## config.mk

```make
export PLATFORM = sky130hd
export DESIGN_NAME = alu_arbiter
export DESIGN_NICKNAME = d
export VERILOG_FILES = /design/src/rtl/alu_arbiter_pkg.sv /design/src/rtl/alu_arbiter_rr_arb2.sv /design/src/rtl/alu_arbiter.sv
export SDC_FILE = /design/constraint.sdc
export NUM_CORES = 1
export LEC_CHECK = 0
export ABC_AREA = 1
export ABC_CLOCK_PERIOD_IN_PS = 1900
export CAP_MARGIN = 15
export CORE_MARGIN = 4
export CORE_UTILIZATION = 35
export CTS_CLUSTER_DIAMETER = 40
export DETAILED_ROUTE_END_ITERATION = 10
export PLACE_DENSITY = 0.87
export SKIP_CTS_REPAIR_TIMING = 1
export SYNTH_ARGS = -nofsm -noshare
export SYNTH_HDL_FRONTEND = slang
export SYNTH_SLANG_ARGS = --single-unit
```

## constraint.sdc

```tcl
create_clock -name clk -period 1.9 [get_ports clk]
set_input_delay 0.38 -clock clk [delete_from_list [all_inputs] [get_ports clk]]
set_output_delay 0.38 -clock clk [all_outputs]
set_load 0.01 [all_outputs]
```

## src/rtl/alu_arbiter_pkg.sv

```systemverilog
// Shared definitions for the two-requester ALU arbiter: op encodings,
// FSM state type and the op-to-latency mapping.
package alu_arbiter_pkg;

  localparam logic [1:0] OP_ADD = 2'b00;
  localparam logic [1:0] OP_SUB = 2'b01;
  localparam logic [1:0] OP_MUL = 2'b10;
  localparam logic [1:0] OP_DIV = 2'b11;

  typedef enum logic [1:0] {
    IDLE = 2'd0,
    EXEC = 2'd1,
    RESP = 2'd2
  } state_e;

  // Cycles the ALU operands are held before the result is captured.
  function automatic int op_latency(input logic [1:0] op,
                                    input int         lat_fast,
                                    input int         lat_div);
    return (op == OP_DIV) ? lat_div : lat_fast;
  endfunction

endpackage

```

## src/rtl/alu_arbiter_rr_arb2.sv

```systemverilog
// Combinational two-way round-robin grant; the pointer register lives in
// the caller, which passes the last-served index in as `last`.
module rr_arb2 (
  input  logic [1:0] req,
  input  logic       last,
  output logic [1:0] gnt,
  output logic       gnt_idx
);

  // NOTE: every output gets a default before the case so no path leaves
  // it unassigned; a missing default would infer a latch.
  always_comb begin
    gnt     = 2'b00;
    gnt_idx = 1'b0;
    case (req)
      2'b01: begin
        gnt     = 2'b01;
        gnt_idx = 1'b0;
      end
      2'b10: begin
        gnt     = 2'b10;
        gnt_idx = 1'b1;
      end
      2'b11: begin
        // Both pending: serve whoever was not served last.
        if (last) begin
          gnt     = 2'b01;
          gnt_idx = 1'b0;
        end else begin
          gnt     = 2'b10;
          gnt_idx = 1'b1;
        end
      end
      default: begin
        gnt     = 2'b00;
        gnt_idx = 1'b0;
      end
    endcase
  end

endmodule

```

## src/rtl/alu_arbiter.sv

```systemverilog
// Shares one external four-function ALU between two requesters with
// round-robin arbitration, per-op hold latency and a one-cycle response.
module alu_arbiter
  import alu_arbiter_pkg::*;
#(
  parameter int W        = 16,
  parameter int LAT_FAST = 1,
  parameter int LAT_DIV  = 4
) (
  input  logic         clk,
  input  logic         rst,
  input  logic         req_valid_0,
  input  logic         req_valid_1,
  output logic         req_ready_0,
  output logic         req_ready_1,
  input  logic [W-1:0] req_a_0,
  input  logic [W-1:0] req_a_1,
  input  logic [W-1:0] req_b_0,
  input  logic [W-1:0] req_b_1,
  input  logic [1:0]   req_op_0,
  input  logic [1:0]   req_op_1,
  output logic         rsp_valid_0,
  output logic         rsp_valid_1,
  output logic [W-1:0] rsp_data,
  output logic         rsp_ovf,
  output logic [W-1:0] alu_a,
  output logic [W-1:0] alu_b,
  output logic [1:0]   alu_sel,
  input  logic [W-1:0] alu_out,
  input  logic         alu_ovf,
  output logic         busy
);

  localparam int LAT_MAX = (LAT_DIV > LAT_FAST) ? LAT_DIV : LAT_FAST;
  localparam int CNT_W   = (LAT_MAX > 1) ? $clog2(LAT_MAX) : 1;

  state_e         r_state;
  state_e         w_state_nxt;
  logic [CNT_W-1:0] r_cnt;
  logic           r_last;
  logic           r_owner;
  logic [W-1:0]   r_alu_a;
  logic [W-1:0]   r_alu_b;
  logic [1:0]     r_alu_sel;
  logic [W-1:0]   r_rsp_data;
  logic           r_rsp_ovf;
  logic [1:0]     r_rsp_valid;

  logic [1:0]     w_gnt;
  logic           w_gnt_idx;
  logic           w_accept;
  logic           w_capture;
  logic           w_div0;
  logic [W-1:0]   w_sel_a;
  logic [W-1:0]   w_sel_b;
  logic [1:0]     w_sel_op;

  rr_arb2 u_rr_arb2 (
    .req     ({req_valid_1, req_valid_0}),
    .last    (r_last),
    .gnt     (w_gnt),
    .gnt_idx (w_gnt_idx)
  );

  // Grants are only honoured while idle; ready never looks at anything
  // the requester derives from ready, so there is no combinational loop.
  assign req_ready_0 = (r_state == IDLE) && w_gnt[0];
  assign req_ready_1 = (r_state == IDLE) && w_gnt[1];
  assign w_accept    = (r_state == IDLE) && (w_gnt != 2'b00);

  assign w_sel_a  = w_gnt_idx ? req_a_1  : req_a_0;
  assign w_sel_b  = w_gnt_idx ? req_b_1  : req_b_0;
  assign w_sel_op = w_gnt_idx ? req_op_1 : req_op_0;

  assign w_capture = (r_state == EXEC) && (r_cnt == '0);
  assign w_div0    = (r_alu_sel == OP_DIV) && (r_alu_b == '0);

  // NOTE: state and datapath registers use non-blocking assignments so
  // every register samples pre-edge values regardless of statement order.
  always_ff @(posedge clk or posedge rst) begin
    if (rst) r_state <= IDLE;
    else     r_state <= w_state_nxt;
  end

  always_comb begin
    w_state_nxt = r_state;
    case (r_state)
      IDLE:    if (w_accept) w_state_nxt = EXEC;
      EXEC:    if (r_cnt == '0) w_state_nxt = RESP;
      RESP:    w_state_nxt = IDLE;
      default: w_state_nxt = IDLE;
    endcase
  end

  // Operand latch, round-robin pointer and hold counter.
  always_ff @(posedge clk or posedge rst) begin
    if (rst) begin
      r_alu_a   <= '0;
      r_alu_b   <= '0;
      r_alu_sel <= OP_ADD;
      r_owner   <= 1'b0;
      r_last    <= 1'b1;
      r_cnt     <= '0;
    end else if (w_accept) begin
      r_alu_a   <= w_sel_a;
      r_alu_b   <= w_sel_b;
      r_alu_sel <= w_sel_op;
      r_owner   <= w_gnt_idx;
      r_last    <= w_gnt_idx;
      r_cnt     <= CNT_W'(op_latency(w_sel_op, LAT_FAST, LAT_DIV) - 1);
    end else if ((r_state == EXEC) && (r_cnt != '0)) begin
      r_cnt <= r_cnt - CNT_W'(1);
    end
  end

  // Result capture; a divide by zero never trusts the ALU output.
  always_ff @(posedge clk or posedge rst) begin
    if (rst) begin
      r_rsp_data  <= '0;
      r_rsp_ovf   <= 1'b0;
      r_rsp_valid <= 2'b00;
    end else begin
      r_rsp_valid <= 2'b00;
      if (w_capture) begin
        if (w_div0) begin
          r_rsp_data <= '1;
          r_rsp_ovf  <= 1'b1;
        end else begin
          r_rsp_data <= alu_out;
          r_rsp_ovf  <= alu_ovf;
        end
        r_rsp_valid[r_owner] <= 1'b1;
      end
    end
  end

  assign alu_a       = r_alu_a;
  assign alu_b       = r_alu_b;
  assign alu_sel     = r_alu_sel;
  assign rsp_data    = r_rsp_data;
  assign rsp_ovf     = r_rsp_ovf;
  assign rsp_valid_0 = r_rsp_valid[0];
  assign rsp_valid_1 = r_rsp_valid[1];
  assign busy        = (r_state != IDLE);

endmodule

```

# Yosys cells after proc, flatten, opt, wreduce, memory -nomap -nowiden
# Index checks and enable logic that the tools add are counted.
dict set report totals {
  output_inout_bits 56
  regBits 59
  in_bits 89
  elab_cells 55
}
dict set report op_classes {
  muxes 18
  eq_ne 8
  n_lt_le_gt_ge 2
  reduce_logical 15
  add_sub_neg 2
}
# operator n
set ops {}
lappend ops {{$mux 16} 3}
lappend ops {{$logic_not 16->1} 1}
lappend ops {{$mux 2} 7}
lappend ops {{$eq 2x2->1 const B} 4}
lappend ops {{$reduce_bool 2->1} 4}
lappend ops {{$logic_and 1x1->1} 7}
lappend ops {{$pmux 2 s3} 1}
lappend ops {{$eq 2x1->1 const B} 2}
lappend ops {{$logic_not 2->1} 2}
lappend ops {{$mux 1} 4}
lappend ops {{$pmux 2 s2} 1}
lappend ops {{$sub 2x1->2 const B} 2}
lappend ops {{$lt 1x2->1 const B} 1}
lappend ops {{$ne 2x1->1 const B} 1}
lappend ops {{$ne 2x2->1 const B} 1}
lappend ops {{$pmux 1 s2} 1}
lappend ops {{$reduce_and 2->1} 1}
lappend ops {{$demux 1 s1} 1}
lappend ops {{$ge 1x1->1 const B} 1}

# Longest topological paths before layout
dict set report logic_depth {
  ltp_word 7
  ltp_mapped 10
  ltp_nobuf 10
}

# Hierarchy
# A second synthesis with hierarchy kept.
dict set report unflattened {
  hier_cells 330
  area_unflattened_um2 2677.6
}
# module area_per_inst_um2 cells_per_inst instances seq_area_each_um2
set by_module_without_submodules {}
lappend by_module_without_submodules {alu_arbiter 2652.5 324 1 1477.7}
lappend by_module_without_submodules {rr_arb2 25.0 6 1 0.0}

# Worst setup path before layout
# No wires, ideal clock.
dict set report synth_path {
  path_kind {reg2reg}
  start {reg r_alu_b[7] (netlist: alu_b[7])}
  end {reg r_rsp_data[0] (netlist: rsp_data[0])}
  t_required_ns 1.823
  setup_ns 0.077
  path_stages_with_launch 5
  arrival_time_ns 1.214
  path_buffers 1
  period_less_slack_ns 1.291
  path_slack_ns 0.609
  cell_sequence {dfrtp_1 nor4_2 nand4_2 buf_6 a21oi_1}
}
dict set report synth_between {
  elab_chain_cells 3
}
# item line_no
set synth_rtl {}
lappend synth_rtl {{start: declaration} alu_arbiter.sv:43} ;# logic [W-1:0] r_alu_b;
lappend synth_rtl {{start signal: assignment} alu_arbiter.sv:106} ;# r_alu_b <= w_sel_b;
lappend synth_rtl {{$logic_not 16->1} alu_arbiter.sv:76} ;# assign w_div0 = (r_alu_sel == OP_DIV) && (r_alu_b == '0);
lappend synth_rtl {{$logic_and 1x1->1} alu_arbiter.sv:76}
lappend synth_rtl {{$mux 16} alu_arbiter.sv:125} ;# if (w_div0) begin
lappend synth_rtl {{end signal: assignment} alu_arbiter.sv:129} ;# r_rsp_data <= alu_out;
lappend synth_rtl {{end: declaration} alu_arbiter.sv:45} ;# logic [W-1:0] r_rsp_data;
# Every way passes these cells.
# A chain may end at the register's enable or synchronous reset.

# Final worst setup path
dict set report layout_path {
  start {in req_valid_1}
  end {out req_ready_1}
}
dict set report layout_between {
  elab_chain_cells 3
  elab_cells_between_ends 5
  cone_classes {eq/ne: 3; mux: 1; reduce/logical: 1}
}
# item line_no
set layout_rtl {}
lappend layout_rtl {{start: declaration} alu_arbiter.sv:13} ;# input logic req_valid_1,
lappend layout_rtl {{$eq 2x2->1 or $eq 2x1->1 (tied branches)} alu_arbiter_rr_arb2.sv:15} ;# case (req)
lappend layout_rtl {{$pmux 2 s3 (*)} alu_arbiter_rr_arb2.sv:15}
lappend layout_rtl {{$logic_and 1x1->1 (*)} alu_arbiter.sv:68} ;# assign req_ready_1 = (r_state == IDLE) && w_gnt[1];
lappend layout_rtl {{end: declaration} alu_arbiter.sv:15} ;# output logic req_ready_1,
# Mark *: on every way between the ends. The rest lies on a longest branch, timed or not.

==> results.txt <==
net load switching power: 0.00256 W
count of distinct cell types in the synthesized netlist: 27
share of the synthesized area in the top cell type: 54.5%
site row count: 31
Placement Cell Area: 4250 um^2
area overhead of the layout relative to synthesis: 66.9%
Cell Chain, Critical Path: clkdlybuf4s50_1 -> inv_2 -> a21oi_4 -> inv_1 -> nor2_1 -> dlymetal6s2s_1
post-synthesis cell count: 313
Slew @ Worst Pin: 0.514 ns
achievable clock frequency: 544 MHz
total negative setup slack: 0 ns
count of H-tree levels built during CTS: 3
Clk Latency, worst-skew pair: 0.33 ns
count of port buffers added during placement: 144
largest incremental delay on the critical path: 0.51 ns
data arrival time of the critical path: 1.46 ns
IR Drop Worst-Case VDD: 785 uV
initial core utilization: 36.3%
number of pins exceeding their max-slew limit in the final report: 0
CTS tree: yes
share of the clock period used by the worst path after layout: 96.7%
synthesized area divided by synthesized cell count: 8.50 um^2
synthesized net count: 402
antenna diode instance count: 0
worst min-delay path class: input pin to asynchronous set/reset pin
via count of the first global-routing pass: 2,810
number of DRC violations after detailed routing: 0
IO Count: 145
nature of the critical path startpoint: input pin
Crit path buffers/inverters: 4
setup repair after global routing missed its margin: no
average routed wire per standard cell: 14.3 um
largest net degree at the start of global routing: 60
number of enable-type register cells in the synthesized netlist: 0
asr flop ratio synth: 100%
hpwl dp: 6.07 mm
kind of critical path: input pin to output port
# setup viols final: 0
post-synthesis sequential element count: 59
worst flop-to-flop path startpoint: alu_b[7]
switching share of power: 37.1%
area enclosed by the die boundary: 9060 um^2
post-synthesis cell area: 2660 um^2
Final min period: 1.84 ns
register share of total power: 33.8%
Internal Pwr Total: 0.00434 W
library cell with the largest summed area after synthesis: sky130_fd_sc_hd__dfrtp_1
largest cells by area after synthesis: sky130_fd_sc_hd__dfrtp_1 (55%), sky130_fd_sc_hd__nor2_1 (11%), sky130_fd_sc_hd__o21ai_0 (6.4%), sky130_fd_sc_hd__o21ai_1 (6.0%), sky130_fd_sc_hd__nand2_1 (5.8%)
Finished Cell Area: 4440 um^2
Static Leakage: 1.94 nW
clock root buffer master: sky130_fd_sc_hd__clkbuf_8
weighted congestion at the end of routability-driven global placement: 0.789
Cell Pwr Density: 1550 nW/um^2
relative contribution of the clock network to total power: 15.6%
slew margin rel.: 65.6%
register area share after synthesis: 55.5%
largest fanout on the critical path: 3
final-stage net count: 551
clock-pin slew on the worst setup and hold paths: 0.06 ns
cell type of the slowest stage on the worst timing path: sky130_fd_sc_hd__clkdlybuf4s50_1
number of warnings reported in the yosys synthesis log: 0
wire length of the first global-routing pass: 13.1 mm
CP endpoint kind: output port
outcome: completed
TritonRoute pass-1 iters: 4
CP top delay family: buffers and inverters
antenna violations before repair: 0
via count: 2,710
Chip Height: 95.2 um
Longest Clk Path Bufs: 2
routed via count divided by cell count: 4.80
GRT overflow: 0
Data required, critical path: 1.52 ns
horizontal die dimension: 95.2 um
number of design-rule violations left by the first detailed-router iteration: 74
aggregate routed wire length: 8.07 mm
# Max-Cap Violations: 0
worst clock skew on the final layout: 0.00650 ns
endpoint of the most critical register-to-register path: rsp_data[5]
Final ANT Viol Nets: 0
TritonCTS buffer count: 9
fraction of layout cells with a size suffix above 1: 8.39%
top flip-flop cell by instance count after synthesis: sky130_fd_sc_hd__dfrtp_1
Std-Cell Core Area: 7330 um^2
worst-case register-to-register setup slack: 0.28 ns
r2r worst-path depth: 3
clock net sink count: 59
Final Hold Viols: 0
overall routing resource usage: 18.7%
Comb power frac: 50.6%
-- cell usage in the layout (no fill, tap or decap), types with 8 or more instances in the layout --
cell type                         count
sky130_fd_sc_hd__nand2_1             41
sky130_fd_sc_hd__clkbuf_8            10
sky130_fd_sc_hd__nor2_1              74
sky130_fd_sc_hd__buf_4                8
sky130_fd_sc_hd__clkdlybuf4s50_1    140
sky130_fd_sc_hd__o21ai_0             34
sky130_fd_sc_hd__dfrtp_1             58
sky130_fd_sc_hd__inv_1               13
sky130_fd_sc_hd__o21ai_1             32
sky130_fd_sc_hd__a21oi_1             17
-- layer usage --
metal	wire, um	global-route usage, %	up-vias	share of wire, %
met5	0	0	-	0
met4	98	6.61	0	1.2
met3	846	7.42	8	10
met2	3800	30.6	117	47
met1	3330	22.2	1267	41
li1	-	-	1318	-
-- metrics by stage --
| stage | instances | utilization [%] | setup WS (ns) | total power, W | hold WS [ns] |
|---|---|---|---|---|---|
| floorplan | 313 | - | 0.0653 | 0.00398 | 0.403 |
| global placement | 550 | 58.0 | -0.304 | 0.00574 | 0.407 |
| detailed placement | 550 | 58.0 | -0.347 | 0.00588 | 0.429 |
| CTS | 564 | 60.4 | -0.356 | 0.00698 | 0.434 |
| global route | 564 | 60.6 | 0.00301 | 0.00746 | 0.455 |
| finish | 564 | 60.6 | 0.0620 | 0.00690 | 0.437 |
-- synthesized netlist by cell type, types with 2 or more instances --
cell,n
sky130_fd_sc_hd__nor2_1,75
sky130_fd_sc_hd__dfrtp_1,58
sky130_fd_sc_hd__nand2_1,41
sky130_fd_sc_hd__o21ai_0,34
sky130_fd_sc_hd__o21ai_1,32
sky130_fd_sc_hd__a21oi_1,17
sky130_fd_sc_hd__inv_1,14
sky130_fd_sc_hd__buf_2,9
sky130_fd_sc_hd__nand3_1,6
sky130_fd_sc_hd__clkbuf_1,5
sky130_fd_sc_hd__buf_6,3
sky130_fd_sc_hd__inv_2,3
sky130_fd_sc_hd__o22ai_1,2
-- worst min-delay path, cell delays in order --
cell                              delay, ns
sky130_fd_sc_hd__clkdlybuf4s50_1       0.42
sky130_fd_sc_hd__inv_2                 0.07
sky130_fd_sc_hd__buf_12                0.29
-- power groups by stage --
stage,clock network (W),registers [W],logic (W)
floorplan,0,0.00255,0.00143
global placement,0,0.00230,0.00344
detailed placement,0,0.00233,0.00355
CTS,0.00111,0.00232,0.00356
global route,0.00117,0.00241,0.00389
finish,0.00108,0.00233,0.00349
-- layout make-up --
class | count | area [um^2]
Clock inverter | 3 | 40.0
Multi-Input combinational cell | 219 | 1030
Inverter | 18 | 67.6
Fill cell | 630 | 2890
Clock buffer | 11 | 141
Sequential cell | 59 | 1480
Timing Repair Buffer | 155 | 1560
Tap cell | 99 | 124
-- state kept, by name, indices dropped and copies added (netlist names), 2 cells and up --
name,count
r_state,2
r_rsp_valid,2
alu_b,16
alu_sel,2
rsp_data,16
r_cnt,2
alu_a,16
-- kinds of logic (layout without fill, tap and decap cells) --
family / after synthesis / in the layout / share of synthesized area, %
DFF: 59 / 59 / 55.5
AOI/OAI and AO/OA: 89 / 89 / 17.6
buffers and inverters: 35 / 187 / 6.21
and+or+nand+nor: 130 / 130 / 20.7
-- worst max path at each step --
stage | startpoint | to | slack, ns | depth (start not counted)
after floorplan | rst | alu_a[0] | 0.07 | 1
after global placement | req_valid_0 | req_ready_1 | -0.30 | 6
after detailed placement | req_valid_0 | req_ready_1 | -0.35 | 6
after CTS | req_valid_0 | req_ready_1 | -0.36 | 6
after global routing | req_valid_1 | req_ready_1 | 0.003 | 6
final | req_valid_1 | req_ready_1 | 0.06 | 6
No activity file was read; power rests on OpenSTA's default activity.
==> variant 1 (same flow settings) <==
Reset style: synchronous (`rst`), changed in 3 clocked blocks.
--- a/src/rtl/alu_arbiter.sv
+++ b/src/rtl/alu_arbiter.sv
@@ -77,7 +77,7 @@
 
   // NOTE: state and datapath registers use non-blocking assignments so
   // every register samples pre-edge values regardless of statement order.
-  always_ff @(posedge clk or posedge rst) begin
+  always_ff @(posedge clk) begin
     if (rst) r_state <= IDLE;
     else     r_state <= w_state_nxt;
   end
@@ -93,7 +93,7 @@
   end
 
   // Operand latch, round-robin pointer and hold counter.
-  always_ff @(posedge clk or posedge rst) begin
+  always_ff @(posedge clk) begin
     if (rst) begin
       r_alu_a   <= '0;
       r_alu_b   <= '0;
@@ -114,7 +114,7 @@
   end
 
   // Result capture; a divide by zero never trusts the ALU output.
-  always_ff @(posedge clk or posedge rst) begin
+  always_ff @(posedge clk) begin
     if (rst) begin
       r_rsp_data  <= '0;
       r_rsp_ovf   <= 1'b0;
Formal check against the unedited RTL: differs if rst is asserted again (counterexample within 4 cycles, from zero or initial values and one cycle with rst high); with rst held inactive, the same outputs for 10 cycles.
==> variant 1 against the unedited design <==
First-iteration DRC count up 50%. Sequential share of layout area down 7.0 points. Critical endpoint is now req_ready_0. Final area up 1.1%. Count of clock-buffer cells in the layout up 4. Largest cell class unchanged. Global-route usage down 0.52 points. Worst setup slack better by 0.016 ns. Sequential cell count unchanged. Routed wire length up 2.0%. Area after synthesis up 2.9%. Synthesized cell count up 15%.
Power is not compared: it rests on default switching activity, and its combinational part moved more than twofold at a synthesized area within 25%.
==> variant 1: results (changes against the unedited design) <==
{| class="wikitable"
! Metric !! Value
|-
| Status || finished clean
|-
| Count of unique library cells instantiated by Yosys || 26 (-3.7%)
|-
| Final setup skew || 0.00786 ns (+0.00136 ns)
|-
| Worst hold slack || 0.447 ns (+0.0107 ns)
|-
| Relative slew slack || 67.9% (+2.2 points)
|-
| Starting DRT DRC Count || 111 (+50%)
|-
| Via count of the first global-routing pass || 2968 (+5.6%)
|-
| Global-route wire length before repair || 13200 um (+1.2%)
|-
| Class of the most critical hold timing path || reg -> reg
|-
| Data arrival time at the worst-slack endpoint || 1.44 ns (-0.02 ns)
|-
| Pin count of the biggest net entering global routing || 36 (-40%)
|-
| Sum of met3 wire segment lengths after detailed routing || 614 um (-27%)
|-
| Origin of the worst setup path || req_valid_0
|-
| Worst R2R Setup Slack || 0.37 ns (+0.09 ns)
|-
| Half-perimeter wire length of the detailed placement result || 6430 um (+6.0%)
|-
| Post-synthesis net count || 449 (+12%)
|-
| Routed metal-1 wirelength || 3230 um (-2.9%)
|-
| Destination of the worst register-to-register timing path || rsp_data[7]$_SDFFE_PP0P_
|-
| FF-to-FF path depth || 5 (+2)
|-
| Biggest area contributors in the synthesized netlist || dfxtp_1 (43%), nand2_1 (11%), o211ai_1 (6.6%)
|-
| Final critical path time including I/O delays and setup || 1.82 ns (-0.0156 ns)
|-
| Met1 global-route usage || 19.8% (-2.4 points)
|-
| Cell count after synthesis || 360 (+15%)
|-
| Capturing instance or port of the critical path || req_ready_0
|-
| Commonest cells post-synth || nand2_1 (80), dfxtp_1 (59), nor2_1 (30)
|-
| Dpl ws || -0.302 ns (+0.0450 ns)
|-
| Slowest cell delay on critical path || 0.57 ns (+0.06 ns)
|-
| Total wire length after detailed routing || 8230 um (+2.0%)
|-
| Die extent in x || 96.5 um (+1.3%)
|-
| Sequential area share after synthesis || 43.1% (-12 points)
|-
| Source of the worst register-to-register timing path || alu_b[1]$_SDFFE_PP0P_
|-
| Async set-or-reset flop fraction in the synthesized netlist || 0% (-100 points)
|-
| Filler cell count in the final layout || 671 (+6.5%)
|-
| Met2 capacity usage during global routing || 31.9% (+1.3 points)
|}
variant 1: cell count changes after synthesis, moves of 9 or more:
cell,unedited run,this run
dfxtp_1,0,59
dfrtp_1,58,0
nor2_1,75,30
nand2_1,41,80
o21ai_1,32,0
o211ai_1,0,24
nand3_1,6,29
inv_2,3,19
o21ai_0,34,19
inv_1,14,28
o211ai_2,0,9
variant 1: layout make-up:
cell class | instances | share of cell area [%]
Inverter | 47 | 3.93
Multi-Input combinational cell | 231 | 27.4
Timing Repair Buffer | 161 | 35.3
Clock buffer | 15 | 4.15
Sequential cell | 59 | 26.3
Tap cell | 99 | 2.76
Clock inverter | 1 | 0.111
variant 1: report_power, final:
part	total [uW]	leakage, uW	internal [uW]	switching, uW
clock network	1070	0.0000997	616	458
registers	1560	0.000488	1430	129
logic	1360	0.00143	730	632
variant 1: cell families (layout without fill, tap and decap cells):
family	count (synthesis)	in the layout	share of synthesized area, %
compound gates	75	75	18.8
buf+inv	70	224	12.1
flops	59	59	43.1
simple gates	156	156	26.0
==> variant 2 (same flow settings) <==
Made on the original files. Set the parameter `LAT_DIV` to 8 (it was 4).
--- a/src/rtl/alu_arbiter.sv
+++ b/src/rtl/alu_arbiter.sv
@@ -5,7 +5,7 @@
 #(
   parameter int W        = 16,
   parameter int LAT_FAST = 1,
-  parameter int LAT_DIV  = 4
+  parameter int LAT_DIV  = 8
 ) (
   input  logic         clk,
   input  logic         rst,
Function: changed (a bounded check fails within 10 cycles, from zero or initial values and one cycle with rst high).
==> variant 2 against the unedited design <==
First-iteration DRC count grew 12%. Sequential cell count rose by 1. Clock power rose by 6%. Area after synthesis grew 9.0%. Routed wire length grew 0.64%. Total power grew 4.8%. Final area increased by 6.2%. Worst setup slack better by 0.043 ns. Critical path type is now reg -> out. Highest routed layer unchanged.
==> variant 2: results (changes against the unedited design) <==
{| class="wikitable"
! Metric !! Value
|-
| Half-perimeter wire length of the detailed placement result || 6280 um (+3.5%)
|-
| Clock transition at path regs || 0.07 ns
|-
| Number of CTS-inserted buffers || 9 (unchanged)
|-
| Biggest area contributors in the synthesized netlist || dfrtp_1 (51%), nor2_1 (10%), a31oi_2 (8.6%)
|-
| Count of unique library cells instantiated by Yosys || 27 (unchanged)
|-
| FF-to-FF path depth || 9 (+6)
|-
| Global-route wire length before repair || 13100 um (+0.21%)
|-
| Final setup skew || 0.00945 ns (+0.00295 ns)
|-
| Commonest cells post-synth || nor2_1 (80), dfrtp_1 (59), nand2_1 (58)
|-
| Leakage power || 0.00202 uW (+4.2%)
|-
| Destination of the worst register-to-register timing path || r_cnt[2]$_DFFE_PP0P_
|-
| Cell at the root of the clock tree || clkbuf_8
|-
| Startpoint of the tightest hold check path || r_owner$_DFFE_PP0P_
|-
| Via count of the first global-routing pass || 2848 (+1.4%)
|-
| Top flip-flop cell by instance count after synthesis || dfrtp_1
|-
| Max rail drop VDD || 0.000601 V (-23%)
|-
| Status || finished clean
|-
| Hold endpoint || r_rsp_valid[0]$_DFF_PP0_
|-
| Count of H-tree levels built during CTS || 3 (unchanged)
|-
| GR Util All Layers || 16.6% (-2.1 points)
|-
| Worst R2R Setup Slack || 0.26 ns (-0.02 ns)
|-
| Class of the most critical hold timing path || reg -> reg
|-
| Filler cell count in the final layout || 670 (+6.3%)
|-
| Source of the worst register-to-register timing path || r_last$_DFFE_PP1P_
|-
| Proportion of layout cells with a drive suffix above 1 || 12.9% (+4.5 points)
|-
| GP Congestion || 0.771 (-2.2%)
|-
| 1st-pass router iterations || 5 (+1)
|-
| Library cell contributing the largest single delay on the critical path || clkdlybuf4s50_1
|-
| Largest delay share family, worst path || buffers and inverters
|-
| Slowest cell delay on critical path || 0.48 ns (-0.03 ns)
|-
| Wire per inst || 13.7 um (-4.1%)
|-
| Data arrival time at the worst-slack endpoint || 1.42 ns (-0.04 ns)
|-
| Starting DRT DRC Count || 83 (+12%)
|-
| Post-synthesis net count || 421 (+4.7%)
|-
| Sequential area share after synthesis || 51.8% (-3.7 points)
|-
| Pin count of the biggest net entering global routing || 61 (+1.7%)
|-
| Clock insertion delay at the later pin of the skew report || 0.32 ns
|-
| Tightest Pin Transition || 0.476 ns (-0.0385 ns)
|-
| Longest Clk Path Bufs || 2 (unchanged)
|-
| Number of vias per cell after detailed routing || 4.80 (about the same)
|-
| PortBufs || 144 (unchanged)
|-
| Layout net count || 574 (+4.2%)
|-
| Dpl ws || -0.328 ns (+0.0188 ns)
|-
| Yosys synthesis warning count || 0 (unchanged)
|-
| Hold depth || 1
|-
| Crit-path max FO || 3 (unchanged)
|-
| Async set-or-reset flop fraction in the synthesized netlist || 100% (unchanged)
|-
| Antenna violations before repair || 1 (+1)
|}
## variant 2: changes by cell type after synthesis, moves of 2 or more
cell,before,now
buf_2,9,7
a31oi_1,1,12
nand2_1,41,58
buf_4,0,3
inv_1,14,10
nand3_1,6,36
nor2_1,75,80
o21ai_0,34,3
buf_6,3,5
a31oi_2,0,20
o21ai_1,32,0
## variant 2: power breakdown
| group | switching [uW] | total (uW) | internal (uW) |
|---|---|---|---|
| clock network | 476 | 1150 | 674 |
| logic | 1800 | 3770 | 1970 |
| registers | 376 | 2310 | 1940 |
| total | 2650 | 7230 | 4580 |
## variant 2: final cells by class
class / count / area, sq um / share of cell area (%)
tap: 102 / 128 / 2.71
sequential: 60 / 1500 / 31.9
clock inverter: 4 / 47.5 / 1.01
multi-input combinational: 237 / 1210 / 25.7
inverter: 13 / 48.8 / 1.03
antenna: 1 / 2.50 / 0.0531
clock buffer: 12 / 155 / 3.29
timing repair buffer: 163 / 1620 / 34.3
## variant 2: routing by layer
metal | track usage, % | wire length [um]
met5 | 0 | 0
met1 | 18.4 | 3220
met4 | 5.78 | 113
met3 | 6.09 | 776
met2 | 29.1 | 4010
## variant 2: cells by family (layout without fill, tap and decap cells)
family          Yosys count  in the layout  share of synthesized area, %
compound gates           53             53                          14.9
xor+xnor                  1              1                         0.302
fa+ha+maj                 1              1                         0.431
buf+inv                  34            192                          6.38
flops                    60             60                          51.8
other cells               0              1                             0
simple gates            182            182                          26.2
## variant 2: worst max path at each step
stage | startpoint | endpoint | slack (ns) | cells after the start
after floorplan | rst | alu_a[0]$_DFFE_PP0P_ | 0.04 | 1
after global placement | req_valid_1 | req_ready_1 | -0.28 | 4
after detailed placement | req_valid_1 | req_ready_1 | -0.33 | 4
after CTS | req_valid_1 | req_ready_1 | -0.33 | 4
after global routing | r_state[1]$_DFFE_PP0P_ | busy | 0.02 | 3
final | r_state[1]$_DFFE_PP0P_ | busy | 0.10 | 3
## variant 2: per-stage QoR
step	hold slack (ns)	instances	setup TNS [ns]	instance area [sq um]	utilization, %
after floorplan	0.403	331	0	2900	-
final	0.415	592	0	4720	59.8
after detailed placement	0.412	575	-3.92	4500	57.1
after CTS	0.421	591	-0.631	4700	59.6
after global placement	0.412	575	-1.44	4500	57.1
after global routing	0.443	592	0	4720	59.8
